**src/rtl/tns_enc_28.sv**
```systemverilog
// tns_enc_28 - sequential greedy encoder for the 28-wire TNS crosstalk-avoidance code.
//
// Takes a binary word over a valid/ready handshake and produces the 28-bit TNS
// codeword MSB-first by greedy subtraction of the TNS weights. BPC code bits are
// resolved per clock, so a word takes N = 28/BPC encode cycles.
//
// Ports:
//   clk        clock, all state changes on the rising edge
//   rst        asynchronous active-high reset
//   in_valid   datain holds a word to encode
//   in_ready   encoder is idle and can accept a word
//   datain     unsigned binary value (`BLEN10_C bits)
//   out_valid  codeout/err hold a finished result
//   out_ready  sink accepts codeout
//   codeout    TNS codeword, bit 27 drives the heaviest wire
//   err        value was not fully representable (non-zero residue after bit 0)
//
// Parameter BPC: code bits per cycle, one of 1, 2, 4, 7, 14, 28.

`ifndef BLEN10_C
`define BLEN10_C 26
`endif
`ifndef TNS01_C
`define TNS01_C 1
`define TNS01_B 2
`define TNS01_A 4
`define TNS02_C 7
`define TNS02_B 13
`define TNS02_A 24
`define TNS03_C 44
`define TNS03_B 81
`define TNS03_A 149
`define TNS04_C 274
`define TNS04_B 504
`define TNS04_A 927
`define TNS05_C 1705
`define TNS05_B 3136
`define TNS05_A 5768
`define TNS06_C 10609
`define TNS06_B 19513
`define TNS06_A 35890
`define TNS07_C 66012
`define TNS07_B 121415
`define TNS07_A 223317
`define TNS08_C 410744
`define TNS08_B 755476
`define TNS08_A 1389537
`define TNS09_C 2555757
`define TNS09_B 4700770
`define TNS09_A 8646064
`define TNS10_C 15902591
`endif

module tns_enc_28 #(
  parameter int BPC = 1
) (
  input  logic                 clk,
  input  logic                 rst,
  input  logic                 in_valid,
  output logic                 in_ready,
  input  logic [`BLEN10_C-1:0] datain,
  output logic                 out_valid,
  input  logic                 out_ready,
  output logic [27:0]          codeout,
  output logic                 err
);

  localparam int BLEN = `BLEN10_C;

  // Bit-position step per cycle and the index of the cycle that finishes bit 0.
  localparam logic [4:0] STEP = 5'(BPC);
  localparam logic [4:0] LAST = 5'(BPC - 1);

  // Weight of code bit i, index 0 = lightest wire.
  localparam logic [BLEN-1:0] WT [28] = '{
    BLEN'(`TNS01_C), BLEN'(`TNS01_B), BLEN'(`TNS01_A),
    BLEN'(`TNS02_C), BLEN'(`TNS02_B), BLEN'(`TNS02_A),
    BLEN'(`TNS03_C), BLEN'(`TNS03_B), BLEN'(`TNS03_A),
    BLEN'(`TNS04_C), BLEN'(`TNS04_B), BLEN'(`TNS04_A),
    BLEN'(`TNS05_C), BLEN'(`TNS05_B), BLEN'(`TNS05_A),
    BLEN'(`TNS06_C), BLEN'(`TNS06_B), BLEN'(`TNS06_A),
    BLEN'(`TNS07_C), BLEN'(`TNS07_B), BLEN'(`TNS07_A),
    BLEN'(`TNS08_C), BLEN'(`TNS08_B), BLEN'(`TNS08_A),
    BLEN'(`TNS09_C), BLEN'(`TNS09_B), BLEN'(`TNS09_A),
    BLEN'(`TNS10_C)
  };

  typedef enum logic [1:0] {IDLE, ENC, DONE} state_t;

  state_t          state;
  logic [BLEN-1:0] rem;
  logic [BLEN-1:0] rem_next;
  logic [27:0]     code;
  logic [27:0]     code_next;
  logic [4:0]      idx;
  logic [4:0]      bit_idx;

  // Accepting only depends on being idle; held low for the whole reset pulse.
  assign in_ready = (state == IDLE) && !rst;

  // BPC greedy steps chained combinationally, heaviest bit first. Because BPC
  // divides 28 and idx starts at 27, idx-k never goes below zero in ENC.
  always_comb begin
    rem_next  = rem;
    code_next = code;
    bit_idx   = '0;
    for (int k = 0; k < BPC; k++) begin
      bit_idx = idx - 5'(k);
      if (rem_next >= WT[bit_idx]) begin
        code_next[bit_idx] = 1'b1;
        rem_next           = rem_next - WT[bit_idx];
      end
    end
  end

  // Control FSM with registered outputs. codeout/err only change on the cycle
  // that resolves bit 0, so a partial codeword is never presented.
  always_ff @(posedge clk or posedge rst) begin
    if (rst) begin
      state     <= IDLE;
      rem       <= '0;
      code      <= '0;
      idx       <= '0;
      codeout   <= '0;
      err       <= 1'b0;
      out_valid <= 1'b0;
    end else begin
      case (state)
        IDLE: begin
          if (in_valid && in_ready) begin
            rem   <= datain;
            code  <= '0;
            idx   <= 5'd27;
            state <= ENC;
          end
        end
        ENC: begin
          rem  <= rem_next;
          code <= code_next;
          idx  <= idx - STEP;
          if (idx == LAST) begin
            codeout   <= code_next;
            err       <= (rem_next != '0);
            out_valid <= 1'b1;
            state     <= DONE;
          end
        end
        DONE: begin
          if (out_ready) begin
            out_valid <= 1'b0;
            state     <= IDLE;
          end
        end
        default: state <= IDLE;
      endcase
    end
  end

endmodule
```
**config.mk**
```make
export PLATFORM = sky130hd
export DESIGN_NAME = tns_enc_28
export DESIGN_NICKNAME = d
export VERILOG_FILES = /design/src/rtl/tns_enc_28.sv
export SDC_FILE = /design/constraint.sdc
export NUM_CORES = 1
export LEC_CHECK = 0
export CAP_MARGIN = 20
export CELL_PAD_IN_SITES_DETAIL_PLACEMENT = 1
export CELL_PAD_IN_SITES_GLOBAL_PLACEMENT = 1
export CORE_ASPECT_RATIO = 0.8
export CORE_MARGIN = 1
export CORE_UTILIZATION = 35
export CTS_CLUSTER_DIAMETER = 120
export DETAILED_ROUTE_END_ITERATION = 10
export PLACE_DENSITY = 0.7
export SYNTH_ARGS = -nofsm -noshare
export SYNTH_HDL_FRONTEND = slang
export SYNTH_SLANG_ARGS = --single-unit
```
**constraint.sdc**
```tcl
create_clock -name clk -period 5.95 [get_ports clk]
set_input_delay 1.19 -clock clk [delete_from_list [all_inputs] [get_ports clk]]
set_output_delay 1.19 -clock clk [all_outputs]
set_load 0.02 [all_outputs]
```
== Word level (Yosys, flattened, before mapping) ==
Memories as Yosys holds them, arrays and structs flattened.
Index checks and enable logic that the tools add are counted.
Storage, ports and cells
  memories: 1
  ROM bits: 832
  input port bits: 30
  RAM bits: 0
  logic and storage cells: 53
  register bits after elaboration: 91
  output and inout port bits: 31
  latch bits: 0
Memory list
  (no name shown): depth 32, width 26, rd ports 1, clocked after Yosys merged registers in 0, write ports 0, RTL line 111  | rem_next = rem_next - WT[bit_idx];
Cells by class
  add/sub/neg operators: 2
  $lt $le $gt $ge: 4
  bitwise gates (word level): 2
  divide/modulo/power cells: 0
  shift-type cells: 0
  mux-type cells: 19
  reductions and logical operators: 13
  eq/ne operators: 5
  multiply operators: 0
Operators by type and width (number)
  $mux 26: 4
  $mux 28: 2
  $pmux 28 s2: 1
  $pmux 26 s2: 1
  $or 28x28->28: 1
  $ge 26x26->1: 1
  $reduce_bool 26->1: 1
  $sub 26x26->26: 1
  $pmux 5 s2: 1
  $ge 6x6->1 const B: 1
  $lt 5x6->1 const B: 1
  $mux 2: 3
  $not 5->6: 1
  $pmux 2 s3: 1
  $reduce_and 3->1: 2
  $demux 1 s5: 1
  $ge 5x1->1 const B: 1
  $logic_not 5->1: 1
  $mux 5: 1
  $sub 5x1->5 const B: 1
  $ne 2x2->1 const B: 2
  $reduce_and 2->1: 2
  $reduce_bool 2->1: 2
  $logic_and 1x1->1: 3
  other kinds (7): 9

== Logic depth before layout (Yosys ltp) ==
Gate-level depths: netlist (run 1).
  depth after elaboration: 7
  depth in mapped cells: 20
  mapped depth without buffers: 16

== Worst setup path after synthesis (run 1) ==
No wires, ideal clock.
  kind: flip-flop to flip-flop
  start: register idx[0]
  end: register err
  buffers on the path: 4
  data arrival time: 3.824 ns
  slack: 1.988 ns
  stages on the path, launching flop included: 19
  setup time: 0.138 ns
  path through: dfrtp_1 > clkbuf_1 > inv_1 > ha_1 > clkbuf_1 > nor2_1 > o31ai_1 > o21ai_0 > ha_1 > buf_6 > and3_1 > a22o_1 > o21a_1 > o311a_4 > a21o_1 > buf_6 > o32a_1 > a2111oi_2 > a31oi_1
On the way
  longest elaborated chain between the ends: 7
Ends and longest elaborated chain
  from (decl): RTL line 95  | logic [4:0] idx;
  from (signal assigned): RTL line 140  | idx <= idx - STEP;
  $not 5->6 (implied by the code): RTL line 109, 111
  $mem_v2 32x26
  $mux 26 (implied by the code) (2 in a row): RTL line 111
  $sub 26x26->26 or $ge 26x26->1 (tied branches): RTL line 111, 109
  $mux 26: RTL line 109  | if (rem_next >= WT[bit_idx]) begin
  $reduce_bool 26->1: RTL line 143  | err <= (rem_next != '0);
  to (signal assigned): RTL line 143
  to (decl): RTL line 65  | output logic err
Parallel ways exist; a longest one is shown, timed or not. The select of a mux whose other input is x is not followed.
A chain may end at the register's enable or synchronous reset.

== Final worst setup path (run 1) ==
  start: register idx[2]
  end: register err
The elaborated chain is that of the path after synthesis.

==> results of run 1 <==
-- layer usage --
metal	vias up	track usage, %	part of all wire [%]
met5	-	0	0
met4	0	5.230	1.3
met3	19	5.364	6.9
met2	204	36.36	42
met1	3012	38.10	50
li1	2773	-	-
-- cell type report --
cell class | instances | area [µm²]
Multi-Input combinational cell | 573 | 3433
Clock inverter | 7 | 76.32
Inverter | 26 | 98.84
Clock buffer | 9 | 225.2
Sequential cell | 91 | 2277
Fill cell | 1976 | 9604
Tap cell | 220 | 275.3
Timing Repair Buffer | 75 | 720.7
-- worst max-delay path, stage by stage, from the launching register on --
cell       delay (ps)
dfrtp_1           990
buf_4             310
nor3_1             80
o21ai_0           220
o21ai_0           200
ha_1              430
a21oi_1           440
nand2_1           140
o21ai_0           480
nand2b_1          100
o311ai_0          630
nand4_1           280
a2111oi_2         360
a31oi_1           130
-- Yosys cell counts, types with 3 or more instances --
library cell / n
a21boi_0: 3
or3_1: 5
a21oi_1: 48
a22oi_1: 4
o21ai_0: 68
or4_1: 4
a211oi_1: 6
o21a_1: 8
clkbuf_1: 37
mux2i_1: 3
and3_1: 8
a222oi_1: 11
nor3_1: 16
ha_1: 31
nor2_1: 78
nand3_1: 15
o211ai_1: 4
o2111ai_1: 4
a221o_1: 12
o22ai_1: 4
inv_1: 26
dfrtp_1: 91
xnor2_1: 12
nor4_1: 9
nand2_1: 109
nand2b_1: 9
and2_1: 9
buf_2: 12
a31oi_1: 29
nor2b_1: 6
nand4_1: 12
xor2_1: 3
a21o_1: 7
o31ai_1: 4
-- registers in the layout, summed over array words and instances (netlist names) --
name / cells
rem: 26
state: 2
codeout: 28
idx: 5
out_valid: 1
err: 1
code: 28
-- kinds of logic after synthesis --
| logic type | share of synthesized area, % |
|---|---|
| adders and majority gates | 6.759 |
| xor gates and xnor gates | 2.177 |
| DFF | 37.74 |
| and+or+nand+nor | 21.60 |
| buffers and inverters | 5.370 |
| muxes | 0.4976 |
| AOI/OAI and AO/OA | 25.86 |
-- stage by stage --
step | worst slack [ps] | cell area [µm²]
after floorplan | 1988 | 6035
after global placement | 1278 | 6790
after detailed placement | 1160 | 6790
after CTS | 1132 | 7092
after global routing | 742.1 | 7107
final | 1008 | 7107
-- final timing paths --
path | startpoint | to | slack [ps] | depth (start not counted)
min in group asynchronous | rst | rem[22] | 1360 | 2
setup / recovery | idx[2] | err | 1010 | 13
setup reg to reg | idx[2] | err | 1010 | 13
hold / removal | codeout[23] | codeout[23] | 480 | 2
max in group asynchronous | rst | rem[8] | 3490 | 3
hold reg to reg | codeout[23] | codeout[23] | 480 | 2
==> metrics, run 1 <==
outcome=finished clean; syn_area_per_cell=~8 µm²; post-synthesis register bit count=a little over 90; WL/cell=approximately 21 µm; DIE HEIGHT=about 120 µm; CTS tree=done; Hold Crit Class=reg2reg; total gr overflow=0; PortBufs=60; Final Cycle Share=between 80% and 90%; Yosys cell types=62; cell total after placement=approximately 980; fraction of registers with async set/reset=100.0%; dpl hpwl=about 16000 µm; top-area cell type share of the netlist area=between 30% and 40%; final slew viol count=0; largest net degree at the start of global routing=51; Ys Warns=0; # rows=42; antenna diode count=0; GRT Util Overall=between 20 and 30%; Initial Utilization=between 30% and 40%; Worst Path Arrival=roughly 5200 ps; nets@finish=838; drt drc=0; H-tree depth=3; die area=roughly 18000 µm²; post-cts hold buffer count=0; Post-CTS Setup Inserts=0; synthesized area=between 6000 and 7000 µm²; first-pass GRT wire length=between 30000 and 40000 µm; DRT iter0 DRCs=between 500 and 600; Inserted Clock Buffers=9; die width=148.8 µm; core area=16710 µm²; Synth area leaders=dfrtp_1 38%, nand2_1 6.8%, ha_1 6.4%, o21ai_0 5.6%, nor2_1 4.9%; Seq/Total Area, Yosys=around 38%; share of cells above drive strength 1=between 4 and 5%; Clock Tree Buf Depth=2; CTS resizes=0; clk sink count=approximately 90; Clock transition at path regs=80 ps; RePlAce Congestion=approximately 0.9; Setup crit start kind=flop; Worst-Skew Late Latency=360 ps; worst-path fanout max=31; Sum Neg Setup Slack=0 ps; Primary FF master, synth=dfrtp_1; CP required=6170 ps; vias=6008; worst slew pin tran=around 1000 ps; critical path endpoint category=flop; top cell type by total area after synthesis=dfrtp_1; critical path type=reg2reg; Final Hold Vio Count=0; vias in the first global route=5934; FMAX=between 200 and 250 MHz; setup violators final=0; vias per cell=6.002; P&R area growth vs syn=17.77%; Cells after Synth=between 700 and 800; Hold WS=roughly 480 ps; initial antenna violation count=0; worst clock skew=10.41 ps; Synthesized Nets=between 800 and 900; Post-synth EDFFs=0; clock root buffer=clkbuf_16; Routed WL=between 20000 and 25000 µm; setup repair after global routing missed its margin=false; commonest non-fill, non-tap cell in the layout=nand2_1; Final min period=between 4000 and 5000 ps; DR pass1 iterations=5; Post-Layout Cell Count=between 1000 and 1500; ANT nets after route=0; final core utilization=a little over two fifths; MaxCap Viol Count=0; Rel. slew slack=between 30% and 40%; number of I/O pins=between 60 and 70; most frequent cells in the layout=109 x nand2_1, 91 x dfrtp_1, 78 x nor2_1, 68 x o21ai_0, 60 x clkdlybuf4s50_1
Power of run 1 is left out: the tool's default activity adds up to more than one toggle a clock period on the data nets, which glitch-free logic cannot reach.
==> run 2: changes to the inputs <==
clock period = 4.95 ns   (was 5.95 ns; I/O delays follow)
==> run 2 against run 1 <==
  * Worst hold slack worse by 2.0 ps
  * Register-to-register slack got worse by 760 ps
  * Via count rose by 0.43%
  * Sequential share of layout area down 0.52 points
  * Maximum frequency grew 5.1%
  * Count of clock-buffer cells in the layout up 1
  * Routed wire length rose by 3.2%
  * Die area did not move
  * Non-clock buffer count grew 10
  * Global-route usage up 0.87 points
  * Core utilization rose by 0.70 points
  * Critical path depth is 2 higher
==> metrics, run 2 (synthesized netlist as in run 1, its figures left out) <==
critical path type=reg2reg; register area=2277 µm² (unchanged); Inserted Clock Buffers=9 (unchanged); Rel. slew slack=33.91% (-0.98 points); # rows=42 (unchanged); PortBufs=60 (unchanged); busiest grt layer=met1; initial antenna violation count=0 (unchanged); DIE HEIGHT=119.4 µm (unchanged); Initial Utilization=36.11% (unchanged); core area=16710 µm² (unchanged); MaxCap Viol Count=0 (unchanged); WL/cell=21.94 µm (+2.2%); die width=148.8 µm (unchanged); DR pass1 iterations=5 (unchanged); Place WS=236.5 ps (-923.5 ps); Final Hold Vio Count=0 (unchanged); Sum Neg Setup Slack=0 ps (unchanged); Worst Path Arrival=4940 ps (-230 ps); total gr overflow=0 (unchanged); vias=6034 (+0.43%); FMAX=212.6 MHz (+5.1%); worst slew pin tran=981.0 ps (+4.387 ps); Clock transition at path regs=80 ps (about the same); drt drc=0 (unchanged); RePlAce Congestion=0.9479 (+2.6%); final setup margin=245.9 ps (-761.6 ps); die area=17770 µm² (unchanged); area of the multi-input gates=3445 µm² (+0.33%); share of cells above drive strength 1=6.574% (+1.7 points); critical path endpoint category=flop; setup repair after global routing missed its margin=false; worst clock skew=13.08 ps (+2.669 ps); outcome=finished clean; Post-CTS Setup Inserts=0 (unchanged); GR Util met2=37.94% (+1.6 points); Largest regs=code: 28 flops, codeout: 28 flops, rem: 26 flops; nets@finish=848 (+1.2%); post-cts hold buffer count=0 (unchanged); Routed WL=22180 µm (+3.2%); vias per cell=5.968 (-0.56%); P&R area growth vs syn=19.70%; Hold Crit Class=reg2reg; DRT iter0 DRCs=446 (-13%); Clock Tree Buf Depth=2 (unchanged); GRT Util Overall=26.06% (+0.87 points); CTS tree=done; worst-path fanout max=17 (-45%); largest net degree at the start of global routing=40 (-22%); clock root buffer=clkbuf_16; clk sink count=91 (unchanged); dpl hpwl=16750 µm (+4.6%); first-pass GRT wire length=35130 µm (+2.6%); number of I/O pins=61 (unchanged); Layout fillers=2012 (+1.8%); Final min period=4704 ps (-238.4 ps); Global Route met1 Usage=38.07% (about the same); antenna diode count=0 (unchanged); most frequent cells in the layout=109 x nand2_1, 91 x dfrtp_1, 77 x nor2_1, 68 x o21ai_0, 60 x clkdlybuf4s50_1; Final Cycle Share=95.03% (+12 points); final slew viol count=0 (unchanged); Setup crit start kind=flop; setup violators final=0 (unchanged); ANT nets after route=0 (unchanged); Worst-Skew Late Latency=370 ps (about the same); met3 usage=5.785% (+0.42 points); CP required=5190 ps (-980 ps); H-tree depth=3 (unchanged); vias in the first global route=6172 (+4.0%); commonest non-fill, non-tap cell in the layout=nand2_1
## run 2: worst paths after layout
kind | depth (start not counted) | end | startpoint | slack [ps]
max reg2reg | 15 | rem[10] | idx[2] | 250
min reg2reg | 2 | codeout[23] | code[23] | 470
max in group asynchronous | 3 | rem[12] | rst | 2990
max | 15 | rem[10] | idx[2] | 250
min | 2 | codeout[23] | code[23] | 470
min in group asynchronous | 2 | out_valid | rst | 1100
## run 2: worst max-delay path, cell delays in order, from the launching register on
cell and delay [ps]:
dfrtp_1 580, buf_4 270, nor2_2 280, nor2b_1 120, o21ai_0 250, o21ai_0 230
ha_1 490, nand4_1 220, nor4_1 620, a21oi_1 150, o21ai_1 280, a21o_1 260
o21ai_2 260, buf_8 240, a222oi_1 240, inv_1 70
## run 2: final cells by class
| class | instances | area share [%] |
|---|---|---|
| clock buffers | 10 | 3.309 |
| clock inverters | 6 | 1.109 |
| inverters | 26 | 1.368 |
| multi-input cells | 573 | 47.69 |
| flip-flops and latches | 91 | 31.53 |
| well taps | 220 | 3.811 |
| repair buffers | 85 | 11.19 |
## run 2: what timing repair did
| action | in CTS | in global routing |
|---|---|---|
| setup endpoints to repair | 0 | 14 |
| hold endpoints to repair | 0 | 0 |
| resized for setup | 0 | 4 |
## run 2: metrics by stage
step / instance area (µm²) / std cells / hold slack, ps / util [%]
floorplan: 6035 / 742 / 438.6 / -
finish: 7223 / 1011 / 474.3 / 43.22
global route: 7223 / 1011 / 501.7 / 43.22
CTS: 7197 / 1010 / 481.0 / 43.07
global placement: 6878 / 994 / 458.5 / 41.16
detailed placement: 6878 / 994 / 463.8 / 41.16
## run 2: layer usage
metal	vias up	share of wire (%)
met5	-	0
met3	32	6.0
met1	3036	49
met2	178	43
met4	0	2.0
li1	2788	-
Power of run 2 is left out for the same reason.
==> run 3: changes to the inputs <==
CORE_MARGIN = 2   (was 1)
==> run 3 against run 2 <==
  * Core utilization rose by 0.50 points
  * Via count shrank 0.41%
  * Worst hold slack got worse by 1.3 ps
  * Clock skew is 0.66 ps lower
  * Largest cell class unchanged
  * Highest routed layer unchanged
==> metrics, run 3 (synthesized netlist as in run 1, its figures left out) <==
GRT Util Overall=25.48% (-0.58 points); first-pass GRT wire length=35470 µm (+0.97%); DR pass1 iterations=5 (unchanged); WL/cell=21.74 µm (-0.92%); Worst path slowest cell=ha_1; Reg2Reg Depth=12 (-3); core area=16710 µm² (unchanged); CP most frequent cell=ha_1; drt drc=0 (unchanged); H-tree depth=3 (unchanged); Inserted Clock Buffers=9 (unchanged); final core utilization=43.73% (+0.50 points); Layout fillers=2008 (-0.20%); share of cells above drive strength 1=8.158% (+1.6 points); flop2flop setup slack=380 ps (+140 ps); worst slew pin tran=723.9 ps (-257.2 ps); DRT iter0 DRCs=579 (+30%); Clock Tree Buf Depth=2 (unchanged); outcome=finished clean; Critical R2R Launch=idx[1]; most frequent cells in the layout=109 x nand2_1, 91 x dfrtp_1, 78 x nor2_1, 68 x o21ai_0, 60 x clkdlybuf4s50_1; DIE HEIGHT=121.4 µm (+1.7%); critical path type=reg2reg; Post-CTS Setup Inserts=0 (unchanged); vias per cell=5.840 (-2.2%); largest net degree at the start of global routing=40 (unchanged); Setup crit start kind=flop; min-delay src=code[23]; PortBufs=60 (unchanged); dpl hpwl=17100 µm (+2.1%); worst clock skew=12.42 ps (-0.6559 ps); worst-path fanout max=12 (-5); die area=18310 µm² (+3.0%); area of the multi-input gates=3438 µm² (-0.18%); vias=6009 (-0.41%); critical path's largest stage delay=560 ps (-60 ps); CP required=5180 ps (about the same); number of I/O pins=61 (unchanged); Final min period=4566 ps (-138.5 ps); FMAX=219.0 MHz (+3.0%); antenna diode count=0 (unchanged); initial antenna violation count=0 (unchanged); MaxCap Viol Count=0 (unchanged); Routed WL=22370 µm (+0.84%); RePlAce Congestion=0.9583 (+1.1%); ANT nets after route=0 (unchanged); setup repair after global routing missed its margin=false; vias in the first global route=6274 (+1.7%); commonest non-fill, non-tap cell in the layout=nand2_1; Initial Utilization=36.11% (unchanged); Worst Path Arrival=4790 ps (-150 ps); clock root buffer=clkbuf_16; Largest regs=code: 28 flops, codeout: 28 flops, rem: 26 flops; # rows=42 (unchanged); die width=150.8 µm (+1.3%); nets@finish=866 (+2.1%); Hold Crit Class=reg2reg; final slew viol count=0 (unchanged); Final Hold Vio Count=0 (unchanged); setup violators final=0 (unchanged); register area=2277 µm² (unchanged); total gr overflow=0 (unchanged); worst path buffer plus inverter count=0 (-3); Sum Neg Setup Slack=0 ps (unchanged); Worst-Skew Late Latency=360 ps (about the same); Clock transition at path regs=80 ps (about the same); CTS tree=done; Rel. slew slack=51.69% (+18 points); CP Cell Sequence=ha_1 > o22ai_1 > o21ai_0 > ha_1 > and3_1 > a22o_1 > o21a_1 > or4_1 > a221oi_1 > o2111ai_1 > o41ai_1 > a31oi_1; P&R area growth vs syn=21.09%; critical path endpoint category=flop; hold path depth=2 (unchanged); kind of cell adding the most delay to the critical path=compound AO/OA/AOI/OAI gates; Worst R2R End=err; Final Cycle Share=92.24% (-2.8 points); Worst Hold Endpoint=codeout[23]; clk sink count=91 (unchanged)
==> run 3: final cells by class <==
cell class	count	share of cell area [%]
clock buffer	9	3.082
inverter	26	1.353
sequential	91	31.16
clock inverter	7	0.9418
tap	220	3.767
timing repair buffer	103	12.64
multi-input combinational	573	47.05
==> run 3: worst min-delay path: cells and delay by family, from the launching register on <==
kind / cells / cell delay, ps
simple gates: 2 / 100
flops: 1 / 340
==> run 3: what timing repair did <==
item,in CTS,in global routing
gates resized for setup,0,1
hold buffers,0,0
setup endpoints to repair,0,21
==> run 3: worst max-delay path by stage <==
stage / startpoint / to / slack, ps / cells past startpoint
floorplan: idx[0] / err / 990 / 18
global placement: idx[1] / err / 460 / 12
detailed placement: idx[0] / code[18] / 380 / 15
CTS: idx[0] / code[18] / 320 / 15
global route: idx[0] / rem[23] / 40 / 15
finish: idx[1] / err / 380 / 12
==> run 3: stage by stage <==
step,std cells,setup WS [ps],area (µm²),hold WS [ps]
floorplan,742,988.1,6035,438.6
global placement,1013,464.7,7008,456.5
detailed placement,1013,380.9,7008,465.6
CTS,1029,317.8,7302,481.3
global route,1029,36.56,7307,510.3
finish,1029,384.4,7307,473.0
==> run 3: per-layer routing <==
metal,part of all wire [%],GRT usage (%)
met1,49,37.95
met2,42,37.02
met3,7.3,6.880
met4,1.1,4.790
met5,0,0
Power of run 3 is left out for the same reason.
